File: src/rtl/addsub_arbiter_if.sv
`default_nettype none
// ==================================================================
// addsub_arbiter_if : request/result/unit bus of the add/sub arbiter
// Rev 1.0
// ==================================================================
interface addsub_arbiter_if;
    logic        req0_valid;
    logic        req0_ready;
    logic [31:0] req0_a;
    logic [31:0] req0_b;
    logic        req0_sub;
    logic        req1_valid;
    logic        req1_ready;
    logic [31:0] req1_a;
    logic [31:0] req1_b;
    logic        req1_sub;
    logic        res0_valid;
    logic        res0_ready;
    logic        res1_valid;
    logic        res1_ready;
    logic [31:0] res_data;
    logic        res_cout;
    logic [31:0] au_a;
    logic [31:0] au_b;
    logic        au_sub;
    logic [31:0] au_sum;
    logic        au_cout;

    modport slave (
        input  req0_valid, req0_a, req0_b, req0_sub,
        input  req1_valid, req1_a, req1_b, req1_sub,
        input  res0_ready, res1_ready, au_sum, au_cout,
        output req0_ready, req1_ready, res0_valid, res1_valid,
        output res_data, res_cout, au_a, au_b, au_sub
    );

    modport master (
        output req0_valid, req0_a, req0_b, req0_sub,
        output req1_valid, req1_a, req1_b, req1_sub,
        output res0_ready, res1_ready, au_sum, au_cout,
        input  req0_ready, req1_ready, res0_valid, res1_valid,
        input  res_data, res_cout, au_a, au_b, au_sub
    );
endinterface
`default_nettype wire

File: src/rtl/addsub_arbiter.sv
`default_nettype none
// ==================================================================
// addsub_arbiter : round-robin sharing of one 32-bit add/sub unit
// Rev 1.0
// ==================================================================
module addsub_arbiter #(
    parameter int LATENCY = 1
) (
    input wire              clk,
    input wire              clr,
    addsub_arbiter_if.slave bus
);
    localparam logic [3:0] c_COUNT_LOAD = 4'(LATENCY - 1);

    typedef enum logic [1:0] {
        S_IDLE  = 2'd0,
        S_ISSUE = 2'd1,
        S_RESP  = 2'd2
    } state_t;

    state_t      state_q;
    logic        owner_q;
    logic        last_grant_q;
    logic [3:0]  count_q;
    logic [31:0] au_a_q;
    logic [31:0] au_b_q;
    logic        au_sub_q;
    logic [31:0] res_data_q;
    logic        res_cout_q;
    logic        res0_valid_q;
    logic        res1_valid_q;

    logic w_idle;
    logic w_grant;
    logic w_ready0;
    logic w_ready1;
    logic w_hs;
    logic w_consume;

    // Readies are masked by clr so nothing looks accepted while reset is held.
    assign w_idle    = (state_q == S_IDLE) && !clr;
    assign w_grant   = (bus.req0_valid && bus.req1_valid) ? ~last_grant_q : bus.req1_valid;
    assign w_ready0  = w_idle && bus.req0_valid && !w_grant;
    assign w_ready1  = w_idle && bus.req1_valid && w_grant;
    assign w_hs      = w_ready0 | w_ready1;
    assign w_consume = owner_q ? bus.res1_ready : bus.res0_ready;

    always_ff @(posedge clk or posedge clr) begin
        if (clr) begin
            state_q      <= S_IDLE;
            owner_q      <= 1'b0;
            last_grant_q <= 1'b1;
            count_q      <= 4'd0;
            au_a_q       <= 32'd0;
            au_b_q       <= 32'd0;
            au_sub_q     <= 1'b0;
            res_data_q   <= 32'd0;
            res_cout_q   <= 1'b0;
            res0_valid_q <= 1'b0;
            res1_valid_q <= 1'b0;
        end else begin
            case (state_q)
                S_IDLE: begin
                    if (w_hs) begin
                        au_a_q       <= w_grant ? bus.req1_a   : bus.req0_a;
                        au_b_q       <= w_grant ? bus.req1_b   : bus.req0_b;
                        au_sub_q     <= w_grant ? bus.req1_sub : bus.req0_sub;
                        owner_q      <= w_grant;
                        last_grant_q <= w_grant;
                        count_q      <= c_COUNT_LOAD;
                        state_q      <= S_ISSUE;
                    end
                end
                S_ISSUE: begin
                    if (count_q != 4'd0) begin
                        count_q <= count_q - 4'd1;
                    end else begin
                        res_data_q   <= bus.au_sum;
                        res_cout_q   <= bus.au_cout;
                        res0_valid_q <= ~owner_q;
                        res1_valid_q <= owner_q;
                        state_q      <= S_RESP;
                    end
                end
                S_RESP: begin
                    if (w_consume) begin
                        res0_valid_q <= 1'b0;
                        res1_valid_q <= 1'b0;
                        state_q      <= S_IDLE;
                    end
                end
                default: state_q <= S_IDLE;
            endcase
        end
    end

    assign bus.req0_ready = w_ready0;
    assign bus.req1_ready = w_ready1;
    assign bus.res0_valid = res0_valid_q;
    assign bus.res1_valid = res1_valid_q;
    assign bus.res_data   = res_data_q;
    assign bus.res_cout   = res_cout_q;
    assign bus.au_a       = au_a_q;
    assign bus.au_b       = au_b_q;
    assign bus.au_sub     = au_sub_q;
endmodule
`default_nettype wire

File: src/flat_wrapper.sv
// flat-port wrapper written by rule: the top's interface ports become plain ports
module addsub_arbiter_flat 
#(
    parameter int LATENCY = 1
)
  (clk, clr, bus_req0_valid, bus_req0_a, bus_req0_b, bus_req0_sub, bus_req1_valid, bus_req1_a, bus_req1_b, bus_req1_sub, bus_res0_ready, bus_res1_ready, bus_au_sum, bus_au_cout, bus_req0_ready, bus_req1_ready, bus_res0_valid, bus_res1_valid, bus_res_data, bus_res_cout, bus_au_a, bus_au_b, bus_au_sub);
  addsub_arbiter_if bus_i ();
  input wire clk;
  input wire clr;
  input wire logic [$bits(bus_i.req0_valid)-1:0] bus_req0_valid;
  input wire logic [$bits(bus_i.req0_a)-1:0] bus_req0_a;
  input wire logic [$bits(bus_i.req0_b)-1:0] bus_req0_b;
  input wire logic [$bits(bus_i.req0_sub)-1:0] bus_req0_sub;
  input wire logic [$bits(bus_i.req1_valid)-1:0] bus_req1_valid;
  input wire logic [$bits(bus_i.req1_a)-1:0] bus_req1_a;
  input wire logic [$bits(bus_i.req1_b)-1:0] bus_req1_b;
  input wire logic [$bits(bus_i.req1_sub)-1:0] bus_req1_sub;
  input wire logic [$bits(bus_i.res0_ready)-1:0] bus_res0_ready;
  input wire logic [$bits(bus_i.res1_ready)-1:0] bus_res1_ready;
  input wire logic [$bits(bus_i.au_sum)-1:0] bus_au_sum;
  input wire logic [$bits(bus_i.au_cout)-1:0] bus_au_cout;
  output wire logic [$bits(bus_i.req0_ready)-1:0] bus_req0_ready;
  output wire logic [$bits(bus_i.req1_ready)-1:0] bus_req1_ready;
  output wire logic [$bits(bus_i.res0_valid)-1:0] bus_res0_valid;
  output wire logic [$bits(bus_i.res1_valid)-1:0] bus_res1_valid;
  output wire logic [$bits(bus_i.res_data)-1:0] bus_res_data;
  output wire logic [$bits(bus_i.res_cout)-1:0] bus_res_cout;
  output wire logic [$bits(bus_i.au_a)-1:0] bus_au_a;
  output wire logic [$bits(bus_i.au_b)-1:0] bus_au_b;
  output wire logic [$bits(bus_i.au_sub)-1:0] bus_au_sub;
  assign bus_i.req0_valid = bus_req0_valid;
  assign bus_i.req0_a = bus_req0_a;
  assign bus_i.req0_b = bus_req0_b;
  assign bus_i.req0_sub = bus_req0_sub;
  assign bus_i.req1_valid = bus_req1_valid;
  assign bus_i.req1_a = bus_req1_a;
  assign bus_i.req1_b = bus_req1_b;
  assign bus_i.req1_sub = bus_req1_sub;
  assign bus_i.res0_ready = bus_res0_ready;
  assign bus_i.res1_ready = bus_res1_ready;
  assign bus_i.au_sum = bus_au_sum;
  assign bus_i.au_cout = bus_au_cout;
  assign bus_req0_ready = bus_i.req0_ready;
  assign bus_req1_ready = bus_i.req1_ready;
  assign bus_res0_valid = bus_i.res0_valid;
  assign bus_res1_valid = bus_i.res1_valid;
  assign bus_res_data = bus_i.res_data;
  assign bus_res_cout = bus_i.res_cout;
  assign bus_au_a = bus_i.au_a;
  assign bus_au_b = bus_i.au_b;
  assign bus_au_sub = bus_i.au_sub;
  addsub_arbiter #(.LATENCY(LATENCY)) u_core (.clk(clk), .clr(clr), .bus(bus_i));
endmodule
File: config.mk
export PLATFORM = sky130hd
export DESIGN_NAME = addsub_arbiter_flat
export DESIGN_NICKNAME = d
export VERILOG_FILES = /design/src/rtl/addsub_arbiter_if.sv /design/src/rtl/addsub_arbiter.sv /design/src/flat_wrapper.sv
export SDC_FILE = /design/constraint.sdc
export NUM_CORES = 1
export LEC_CHECK = 0
export CAP_MARGIN = 20
export CORE_ASPECT_RATIO = 0.9
export CORE_MARGIN = 4
export CORE_UTILIZATION = 39
export DETAILED_ROUTE_END_ITERATION = 6
export HOLD_SLACK_MARGIN = 0.03
export PLACE_DENSITY = 0.83
export SYNTH_ARGS = -nofsm -noshare
export SYNTH_HDL_FRONTEND = slang
export SYNTH_SLANG_ARGS = --single-unit
export TNS_END_PERCENT = 30
File: constraint.sdc
create_clock -name clk -period 4.4 [get_ports clk]
set_input_delay 0.88 -clock clk [delete_from_list [all_inputs] [get_ports clk]]
set_output_delay 0.88 -clock clk [all_outputs]
set_load 0.05 [all_outputs]
==> impl_metrics.json <==
{
  "grt_pass1_wl_um": 22390,
  "relSlewSlack_pct": 55.98,
  "nFillCells": 962,
  "arrival_ns": 2.62,
  "cp-end-kind": "output pin",
  "ctsHoldBuffers": 0,
  "hold_path_class": "reg -> reg",
  "area_growth_pct": 64.04,
  "clock_sinks": 108,
  "post_cts_resize_count": 0,
  "wl_um": 14240,
  "synthesis.nets": 589,
  "antenna_found_initial": 0,
  "post-place-ws_ns": 0.8850,
  "post_cts_buffers": 0,
  "final_nets": 850,
  "cts.reportedPaths.clkPinSlew_ns": 0.07,
  "mostFrequentLayoutCells": "clkdlybuf4s50_1, dfrtp_1, nor2_1, a21oi_1, mux2i_1",
  "ys_warn_count": 0,
  "ff2ff_path_depth": 5,
  "h-tree-depth": 3,
  "die-height_um": 113.6,
  "coreArea_mm2": 0.01208,
  "min_from": "u_core.bus.res_data[21]$_DFFE_PP0P_",
  "grt_max_degree": 71,
  "grt_pass1_vias": 4301,
  "grt-ovfl-total": 0,
  "clock.fmax_mhz": 285.8,
  "synth.area.top_cells": "dfrtp_1, mux2i_1, mux2_2, a21oi_1, nor2_1",
  "period_minus_slack_ns": 3.499,
  "die_w_um": 125.3,
  "place_area_mm2": 0.007619,
  "final.setup_skew_ns": 0.006770,
  "finalSetupViolCount": 0,
  "die_area_mm2": 0.01424,
  "path_class": "in -> out",
  "drv_cap": 0,
  "p_leak_uw": 0.003277,
  "seq_area_frac_synth_pct": 55.94,
  "root_buffer": "clkbuf_16",
  "cts_tree": "done",
  "start_kind": "input port",
  "cpPeakStageDelay_ns": 0.87,
  "r2r-end": "u_core.bus.au_a[27]$_DFFE_PP0P_",
  "synth_cell_types": 30,
  "cts_buffer_depth": 2,
  "final_cells": 841,
  "ios": 271,
  "avgRoutedWirePerCell_um": 16.93,
  "r2r_setup_slack_ns": 2.25,
  "ir_drop_v": 0.0004687,
  "yosys.area.top_type": "dfrtp_1",
  "ys_ff_latch": 108,
  "hold_viol_final": 0,
  "dpl.hpwl_um": 11200,
  "powerDensity_mw_per_mm2": 809.3,
  "rsz0062_at_grt": "no",
  "cts_buffers": 9,
  "critPathMaxFanout": 4,
  "finalSetupTns_ns": 0,
  "r2r-start": "u_core.last_grant_q$_DFFE_PP1P_",
  "start_util_pct": 40.02,
  "gp_congestion": 0.8779,
  "drc": 0,
  "slew_violations": 0,
  "status": "complete, no violations",
  "final_common_cell": "clkdlybuf4s50_1",
  "cpLargestDelayFamily": "buffers and inverters",
  "hold_path_end": "u_core.bus.res_data[21]$_DFFE_PP0P_",
  "path_buf_inv": 2,
  "drtIter0Drc": 145,
  "via_per_inst": 4.882,
  "syn_area_mm2": 0.004833,
  "port_buffers": 270,
  "post-route-period-util_pct": 79.52,
  "critical_path.cell_chain": "clkdlybuf4s50_1 -> nor2_1 -> nand2_1 -> nor2_1 -> clkdlybuf4s50_1",
  "hold_depth": 1,
  "postRouteAntennaNets": 0,
  "netlist_instances": 415,
  "synth_top_area_share_pct": 55.40,
  "firstDrtPassIters": 4,
  "tightestPinTransition_ns": 0.6602,
  "cp.required_ns": 3.52,
  "rows": 38,
  "syn_avg_cell_area_um2": 11.65,
  "dp_cells": 825,
  "vias": 4106,
  "power_uw": 6416,
  "setup_slack_ns": 0.9010,
  "grt_usage_pct": 19.77,
  "critPathSlowestCell": "clkdlybuf4s50_1",
  "finalInstanceArea_mm2": 0.007929,
  "clk_latency_ns": 0.34,
  "antenna-diode-count": 0,
  "drive_gt1_share_pct": 9.104
}
kinds of logic after synthesis:
family	share of synthesized area, %
flip-flops	55.94
multiplexers	21.36
AO/OA/AOI/OAI	10.07
AND/OR/NAND/NOR	6.834
buffers and inverters	4.504
adder cells (fa/ha/maj)	1.294
synth_stat cells:
cell       number
a21oi_1        67
a2bb2oi_1       1
o21bai_1        1
o41ai_2         1
inv_1          10
nor3b_2         1
or4_1           1
o21ai_0         7
nor2_1         69
dfrtp_1       107
nand2b_1        3
o32ai_1         2
a21boi_2        1
and2_4          1
nor2b_1         1
nor2_2          1
ha_1            5
buf_4           1
mux2i_1        66
buf_6           3
buf_8           4
buf_2          12
clkbuf_1        4
dfstp_2         1
nand2_1         3
o31ai_1         2
a31oi_1         5
a22o_1          1
mux2_2         33
buf_1           1
worst register-to-register path, cell delays in order, from the launching register on:
cell,delay [ns]
dfstp_2,0.39
a21boi_4,0.15
buf_4,0.42
buf_4,0.63
mux2i_1,0.34
a21oi_1,0.09
flip-flops by register name, indices dropped and copies added (netlist names):
register               count
u_core.bus.au_b           32
u_core.bus.res_data       32
u_core.state_q             2
u_core.bus.res_cout        1
u_core.bus.au_a           32
u_core.bus.res0_valid      1
u_core.owner_q             1
u_core.bus.au_sub          1
u_core.last_grant_q        1
u_core.bus.res1_valid      1
u_core.count_q             4
power by group:
| group | internal (uW) | switching, uW | leakage [uW] |
|---|---|---|---|
| combinational | 1370 | 2450 | 0.00189 |
| sequential | 1490 | 268 | 0.00123 |
| clock | 475 | 356 | 0.000156 |
layout make-up:
type	count	area [um^2]	area share [%]
inverter	10	40.04	0.5050
sequential	108	2704	34.10
multi-input combinational	272	1924	24.27
clock inverter	5	57.56	0.7259
tap	160	200.2	2.525
timing repair buffer	275	2750	34.69
clock buffer	11	252.7	3.188
worst max path at each step:
| stage | from | endpoint | depth (start not counted) |
|---|---|---|---|
| 6_report | clr | bus_req0_ready | 5 |
| 5_1_grt | clr | bus_req0_ready | 5 |
| 4_1_cts | clr | bus_req0_ready | 5 |
| 3_5_place_dp | clr | bus_req0_ready | 5 |
| 3_3_place_gp | clr | bus_req0_ready | 5 |
| 2_1_floorplan | clr | u_core.bus.au_a[0]$_DFFE_PP0P_ | 1 |
metrics by stage:
step	utilization (%)	hold slack, ns
floorplan	-	0.4859
global placement	63.09	0.4875
detailed placement	63.09	0.4943
CTS	65.65	0.5101
global route	65.65	0.5148
finish	65.65	0.5051
per-layer routing:
layer | routed length, um | part of all wire [%] | global-route usage, % | vias up
met4 | 391 | 2.7 | 8.092 | 0
met3 | 1051 | 7.4 | 5.805 | 29
met5 | 0 | 0 | 0 | -
met1 | 5569 | 39 | 22.96 | 1928
li1 | - | - | - | 1964
met2 | 7229 | 51 | 34.50 | 185
(Power assumes the default switching activity.)
